## src/rtl/tcm_pkg.sv

```systemverilog
// Shared TCM constants and request bundle for the tightly-coupled-memory arbiter.
// Optional round-robin arbitration is enabled with the TCM_ARB_RR_EN macro.
package tcm_pkg;

    localparam int TCM_DATA_WIDTH = 32;
    localparam int TCM_ADDR_WIDTH = 15;
    localparam int TCM_NUM_PORTS  = 2;

    // Encoding of the round-robin "last granted" pointer.
    localparam logic PTR_PORT0 = 1'b0;
    localparam logic PTR_PORT1 = 1'b1;

    typedef struct packed {
        logic [TCM_ADDR_WIDTH-1:0]   addr;
        logic                        we;
        logic [TCM_DATA_WIDTH/8-1:0] be;
        logic [TCM_DATA_WIDTH-1:0]   wdata;
    } tcm_req_t;

endpackage

```

## src/rtl/tcm_arb_if.sv

```systemverilog
// Requester-side bundle of the two-port TCM arbiter: master = requesters, slave = arbiter.
// Used identically whether or not TCM_ARB_RR_EN is defined.
interface tcm_arb_if
    import tcm_pkg::*;
#(
    parameter int DATA_WIDTH = TCM_DATA_WIDTH,
    parameter int ADDR_WIDTH = TCM_ADDR_WIDTH
);
    logic [TCM_NUM_PORTS-1:0]                    req;
    logic [TCM_NUM_PORTS-1:0]                    gnt;
    logic [TCM_NUM_PORTS-1:0][ADDR_WIDTH-1:0]    addr;
    logic [TCM_NUM_PORTS-1:0]                    we;
    logic [TCM_NUM_PORTS-1:0][DATA_WIDTH/8-1:0]  be;
    logic [TCM_NUM_PORTS-1:0][DATA_WIDTH-1:0]    wdata;
    logic [TCM_NUM_PORTS-1:0]                    rvalid;
    logic [TCM_NUM_PORTS-1:0]                    err;
    logic [DATA_WIDTH-1:0]                       rdata;

    modport master (
        output req, addr, we, be, wdata,
        input  gnt, rvalid, err, rdata
    );

    modport slave (
        input  req, addr, we, be, wdata,
        output gnt, rvalid, err, rdata
    );
endinterface

```

## src/rtl/tcm_arb_sel.sv

```systemverilog
// Grant decision for the two TCM ports: fixed priority (port 0 wins) by default,
// round-robin with a "last granted" pointer when TCM_ARB_RR_EN is defined.
module tcm_arb_sel
    import tcm_pkg::*;
(
`ifdef TCM_ARB_RR_EN
    input  logic     clk_i,
`endif
    input  logic     rst_i,
    tcm_arb_if.slave bus
);

`ifdef TCM_ARB_RR_EN
    logic last_q;

    // On contention the port that did not win most recently gets the TCM.
    always_comb begin
        bus.gnt = 2'b00;
        if (!rst_i) begin
            if (bus.req == 2'b11) begin
                bus.gnt = (last_q == PTR_PORT1) ? 2'b01 : 2'b10;
            end else begin
                bus.gnt = bus.req;
            end
        end
    end

    always_ff @(posedge clk_i or posedge rst_i) begin
        if (rst_i) begin
            last_q <= PTR_PORT1;
        end else if (bus.gnt != 2'b00) begin
            last_q <= bus.gnt[1];
        end
    end
`else
    always_comb begin
        bus.gnt = 2'b00;
        if (!rst_i) begin
            bus.gnt[0] = bus.req[0];
            bus.gnt[1] = bus.req[1] & ~bus.req[0];
        end
    end
`endif

endmodule

```

## src/rtl/tcm_arb.sv

```systemverilog
// Two-port TCM arbiter: same-cycle grant, request mux to the TCM macro and a
// one-entry response register. Define TCM_ARB_RR_EN for round-robin arbitration.
module tcm_arb
    import tcm_pkg::*;
#(
    parameter int DATA_WIDTH = TCM_DATA_WIDTH,
    parameter int ADDR_WIDTH = TCM_ADDR_WIDTH
) (
    input  logic                                       clk_i,
    input  logic                                       rst_i,
    input  logic [TCM_NUM_PORTS-1:0]                   p_req_i,
    output logic [TCM_NUM_PORTS-1:0]                   p_gnt_o,
    input  logic [TCM_NUM_PORTS-1:0][ADDR_WIDTH-1:0]   p_addr_i,
    input  logic [TCM_NUM_PORTS-1:0]                   p_we_i,
    input  logic [TCM_NUM_PORTS-1:0][DATA_WIDTH/8-1:0] p_be_i,
    input  logic [TCM_NUM_PORTS-1:0][DATA_WIDTH-1:0]   p_wdata_i,
    output logic [TCM_NUM_PORTS-1:0]                   p_rvalid_o,
    output logic [TCM_NUM_PORTS-1:0]                   p_err_o,
    output logic [DATA_WIDTH-1:0]                      p_rdata_o,
    output logic                                       tcm_en_o,
    output logic [ADDR_WIDTH-1:0]                      tcm_addr_o,
    output logic                                       tcm_we_o,
    output logic [DATA_WIDTH/8-1:0]                    tcm_be_o,
    output logic [DATA_WIDTH-1:0]                      tcm_wdata_o,
    input  logic [DATA_WIDTH-1:0]                      tcm_rdata_i
);

    tcm_arb_if #(.DATA_WIDTH(DATA_WIDTH), .ADDR_WIDTH(ADDR_WIDTH)) bus ();

    logic any_gnt;
    logic sel;
    logic aligned;
    logic rsp_valid_q;
    logic rsp_port_q;
    logic rsp_read_q;
    logic rsp_err_q;

    assign bus.req    = p_req_i;
    assign bus.addr   = p_addr_i;
    assign bus.we     = p_we_i;
    assign bus.be     = p_be_i;
    assign bus.wdata  = p_wdata_i;
    assign p_gnt_o    = bus.gnt;
    assign p_rvalid_o = bus.rvalid;
    assign p_err_o    = bus.err;
    assign p_rdata_o  = bus.rdata;

    tcm_arb_sel u_sel (
`ifdef TCM_ARB_RR_EN
        .clk_i (clk_i),
`endif
        .rst_i (rst_i),
        .bus   (bus)
    );

    assign any_gnt = |bus.gnt;
    assign sel     = bus.gnt[1];

    // Idle cycles park the macro bus at zero so the TCM sees no stray toggles.
    always_comb begin
        tcm_addr_o  = '0;
        tcm_we_o    = 1'b0;
        tcm_be_o    = '0;
        tcm_wdata_o = '0;
        if (any_gnt) begin
            tcm_addr_o  = bus.addr[sel];
            tcm_we_o    = bus.we[sel];
            tcm_be_o    = bus.be[sel];
            tcm_wdata_o = bus.wdata[sel];
        end
    end

    assign aligned  = (tcm_addr_o[1:0] == 2'b00);
    assign tcm_en_o = any_gnt & aligned;

    // Misaligned accesses are granted but never reach the macro; they return an error.
    always_ff @(posedge clk_i or posedge rst_i) begin
        if (rst_i) begin
            rsp_valid_q <= 1'b0;
            rsp_port_q  <= 1'b0;
            rsp_read_q  <= 1'b0;
            rsp_err_q   <= 1'b0;
        end else begin
            rsp_valid_q <= any_gnt;
            if (any_gnt) begin
                rsp_port_q <= sel;
                rsp_read_q <= ~tcm_we_o;
                rsp_err_q  <= ~aligned;
            end
        end
    end

    assign bus.rvalid[0] = rsp_valid_q & ~rsp_port_q;
    assign bus.rvalid[1] = rsp_valid_q &  rsp_port_q;
    assign bus.err       = bus.rvalid & {TCM_NUM_PORTS{rsp_err_q}};
    assign bus.rdata     = (rsp_valid_q & rsp_read_q & ~rsp_err_q) ? tcm_rdata_i : '0;

endmodule

```

## config.mk

```make
export PLATFORM = sky130hd
export DESIGN_NAME = tcm_arb
export DESIGN_NICKNAME = d
export VERILOG_FILES = /design/src/rtl/tcm_pkg.sv /design/src/rtl/tcm_arb_if.sv /design/src/rtl/tcm_arb_sel.sv /design/src/rtl/tcm_arb.sv
export SDC_FILE = /design/constraint.sdc
export NUM_CORES = 1
export LEC_CHECK = 0
export CORE_AREA = 2 2 90 92
export CTS_CLUSTER_SIZE = 20
export DETAILED_ROUTE_END_ITERATION = 10
export DIE_AREA = 0 0 92 94
export GPL_TIMING_DRIVEN = 0
export PLACE_DENSITY = 0.63
export SYNTH_ARGS = -nofsm -noshare
export SYNTH_HDL_FRONTEND = slang
export SYNTH_SLANG_ARGS = --single-unit
```

## constraint.sdc

```tcl
create_clock -name clk_i -period 1.1 [get_ports clk_i]
set_input_delay 0.22 -clock clk_i [delete_from_list [all_inputs] [get_ports clk_i]]
set_output_delay 0.22 -clock clk_i [all_outputs]
set_load 0.03 [all_outputs]
```

==> metrics.txt <==
Worst EP arrival ~1.3 ns; fin crit share 134%; Die Y ~94 µm; clock latency on the worst-skew pair around 0.22 ns; Final HPWL DP ~6100 µm; Non-Filler Instances 490; Syn Area/Cell 8.09 µm²; Post-Syn Instances 125; status complete, but fails checks; routability cong. just over 0.7; I/O pin cnt between 200 and 250; design area between 0.004 and 0.005 mm²; clock transition at the registers of the reported paths roughly 0.030 ns; Startpoint Class flip-flop; Placed Area roughly 0.004 mm²; sequential area share after synthesis under 10%; Initial Util around an eighth; share of layout cells above drive strength 1 between 60% and 70%; floorplan die width approximately 90 µm; Yosys warning count 0; Antenna Nets Post-Route 0; Post-synth EDFFs 0; Final #Nets roughly 530; Leakage 2.16 nW; Synth top area share approximately 44%; number of global-route vias before repair approximately 2200; Clock Path Buffers 2; vias per cell approximately 4.3; clk_skew 0 ns; number of CTS-inserted buffers 3; violated checks setup timing; worst hold path type input port to async pin; fin worst setup slack -0.376 ns; synth top area cells a22o_1 (44%), and2_1 (20%), buf_6 (10%); row count 32; WP data required 0.88 ns; synth unique cells 20; fillcell total just over 600; antenna violations before repair 1; number of detailed-routing iterations run before antenna repair 4; min Tclk post-route between 1 and 1.5 ns; total track usage between 10% and 20%; DRC viols 0; f_max just under 0.7 GHz; Cell Area, Synth ~0.0010 mm²; # setup viols final 90; Buffers on Ports 230; Post-Place Cells 457; Synth Register Bits 4; Vias between 2000 and 2500; final core occ 61.5%; CTS tree yes; Tightest Pin Transition 0.196 ns; H-tree Lvls 1; worst hold slack about 0.0064 ns; layout overhead on the synthesized area 363%; top-count cell post-synth a22o_1; final-report max-slew violation count 0; Initial DRC Count 5; Worst IR Drop VDD 0.000233 V; Post-Syn Nets roughly 270; Synth area leader a22o_1; PwrDens roughly 560 mW/mm²; largest net degree at the start of global routing 11; number of max-cap violations 0; Congestion Overflow GR 0; core area about 0.0076 mm²; drt total wl 7540 µm; RSZ-0062 raised after global routing yes; first-pass GRT wire length approximately 11000 µm; clk sinks 4; WL per Instance around 15 µm; Slew headroom 86.9%; Synth top cells by count a22o_1 (51), and2_1 (33), buf_6 (9); Worst Setup End Kind output port; die area between 0.008 and 0.009 mm²; Root Driver clkbuf_8; share of flip-flops with an asynchronous set or reset 100%; Final Hold Fails 0; Crit Path Class flip-flop to output port; crit-path max FO 8; ys flop type dfrtp_1
-- worst max-delay path, cell delays in order, from the launching register on --
cell and delay, ns:
dfrtp_1 0.35, nand2_2 0.07, nor2_4 0.12, buf_12 0.14, buf_8 0.10, and2_4 0.14
buf_6 0.12
-- final cells by class --
class	count	area (µm²)	share of cell area [%]
antenna	1	2.50	0.0534
clock buffer	3	41.3	0.882
multi-input combinational	104	1350	28.9
sequential	4	101	2.16
timing repair buffer	261	2850	60.8
tap	102	128	2.73
buffer	12	190	4.06
inverter	3	18.8	0.401
-- path summary, 6_finish.rpt --
| path | from | endpoint | slack [ns] | cells past startpoint |
|---|---|---|---|---|
| worst max-delay path | rsp_read_q | p_rdata_o[29] | -0.38 | 6 |
| worst min-delay path | rst_i | rsp_err_q | 0.006 | 3 |
| worst max register to register | rsp_read_q | rsp_read_q | 0.24 | 3 |
| worst min register to register | rsp_err_q | rsp_err_q | 0.55 | 1 |
| max in group asynchronous | rst_i | rsp_err_q | 0.93 | 3 |
| min in group clk_i | p_req_i[0] | rsp_port_q | 0.47 | 4 |
-- state kept, by name, summed over array words and instances (netlist names) --
signal,cells
rsp_err_q,1
rsp_read_q,1
rsp_port_q,1
rsp_valid_q,1
-- metrics by stage --
step	total power [mW]	setup slack, ns	TNS (ns)
global route	2.74	-0.427	-31.67
global placement	2.00	-1.33	-96.42
CTS	2.66	-0.390	-29.36
floorplan	1.07	-0.0349	-1.95
finish	2.62	-0.376	-27.45
detailed placement	2.01	-1.32	-96.56
-- cells in the final DEF (no fill, tap or decap), types with 2 or more instances in the layout --
master and instances:
and2_1 3, a22o_4 51, clkbuf_8 3, clkdlybuf4s50_1 133, buf_12 8, nand2_1 2, buf_8 13, buf_4 12
a21o_1 2, dfrtp_1 3, nor2_2 3, buf_6 100, and2_4 30, dlygate4sd2_1 3, inv_1 2, nor2_4 2
buf_16 4
-- cells by family (layout without fill, tap and decap cells) --
family          count (synthesis)  in the layout  share of synthesized area (%)
compound gates                 55             55                           47.0
simple gates                   49             49                           29.0
buf+inv                        17            279                           14.1
flops                           4              4                           9.90
other cells                     0              1                              0
-- report_power, final --
group          total [mW]  switching (mW)  internal [mW]
combinational        2.12           0.850           1.27
sequential          0.187          0.0196          0.167
clock               0.310          0.0768          0.233
total                2.62           0.947           1.67
-- timing repair --
| action | CTS | global route |
|---|---|---|
| gates cloned | 11 | 0 |
| pin swaps | 41 | 17 |
| buffers inserted | 21 | 6 |
| endpoints found under the setup margin | 95 | 91 |
| hold buffers | 0 | 0 |
| gates resized for setup | 713 | 13 |
-- routing by layer --
metal | vias up | wire length (µm) | GRT usage (%)
met1 | 945 | 2360 | 15.4
li1 | 1008 | - | -
met3 | 6 | 895 | 5.54
met2 | 142 | 4190 | 32.5
met5 | - | 0 | 0
met4 | 0 | 93 | 3.48
Power figures use the tool's default switching activity.
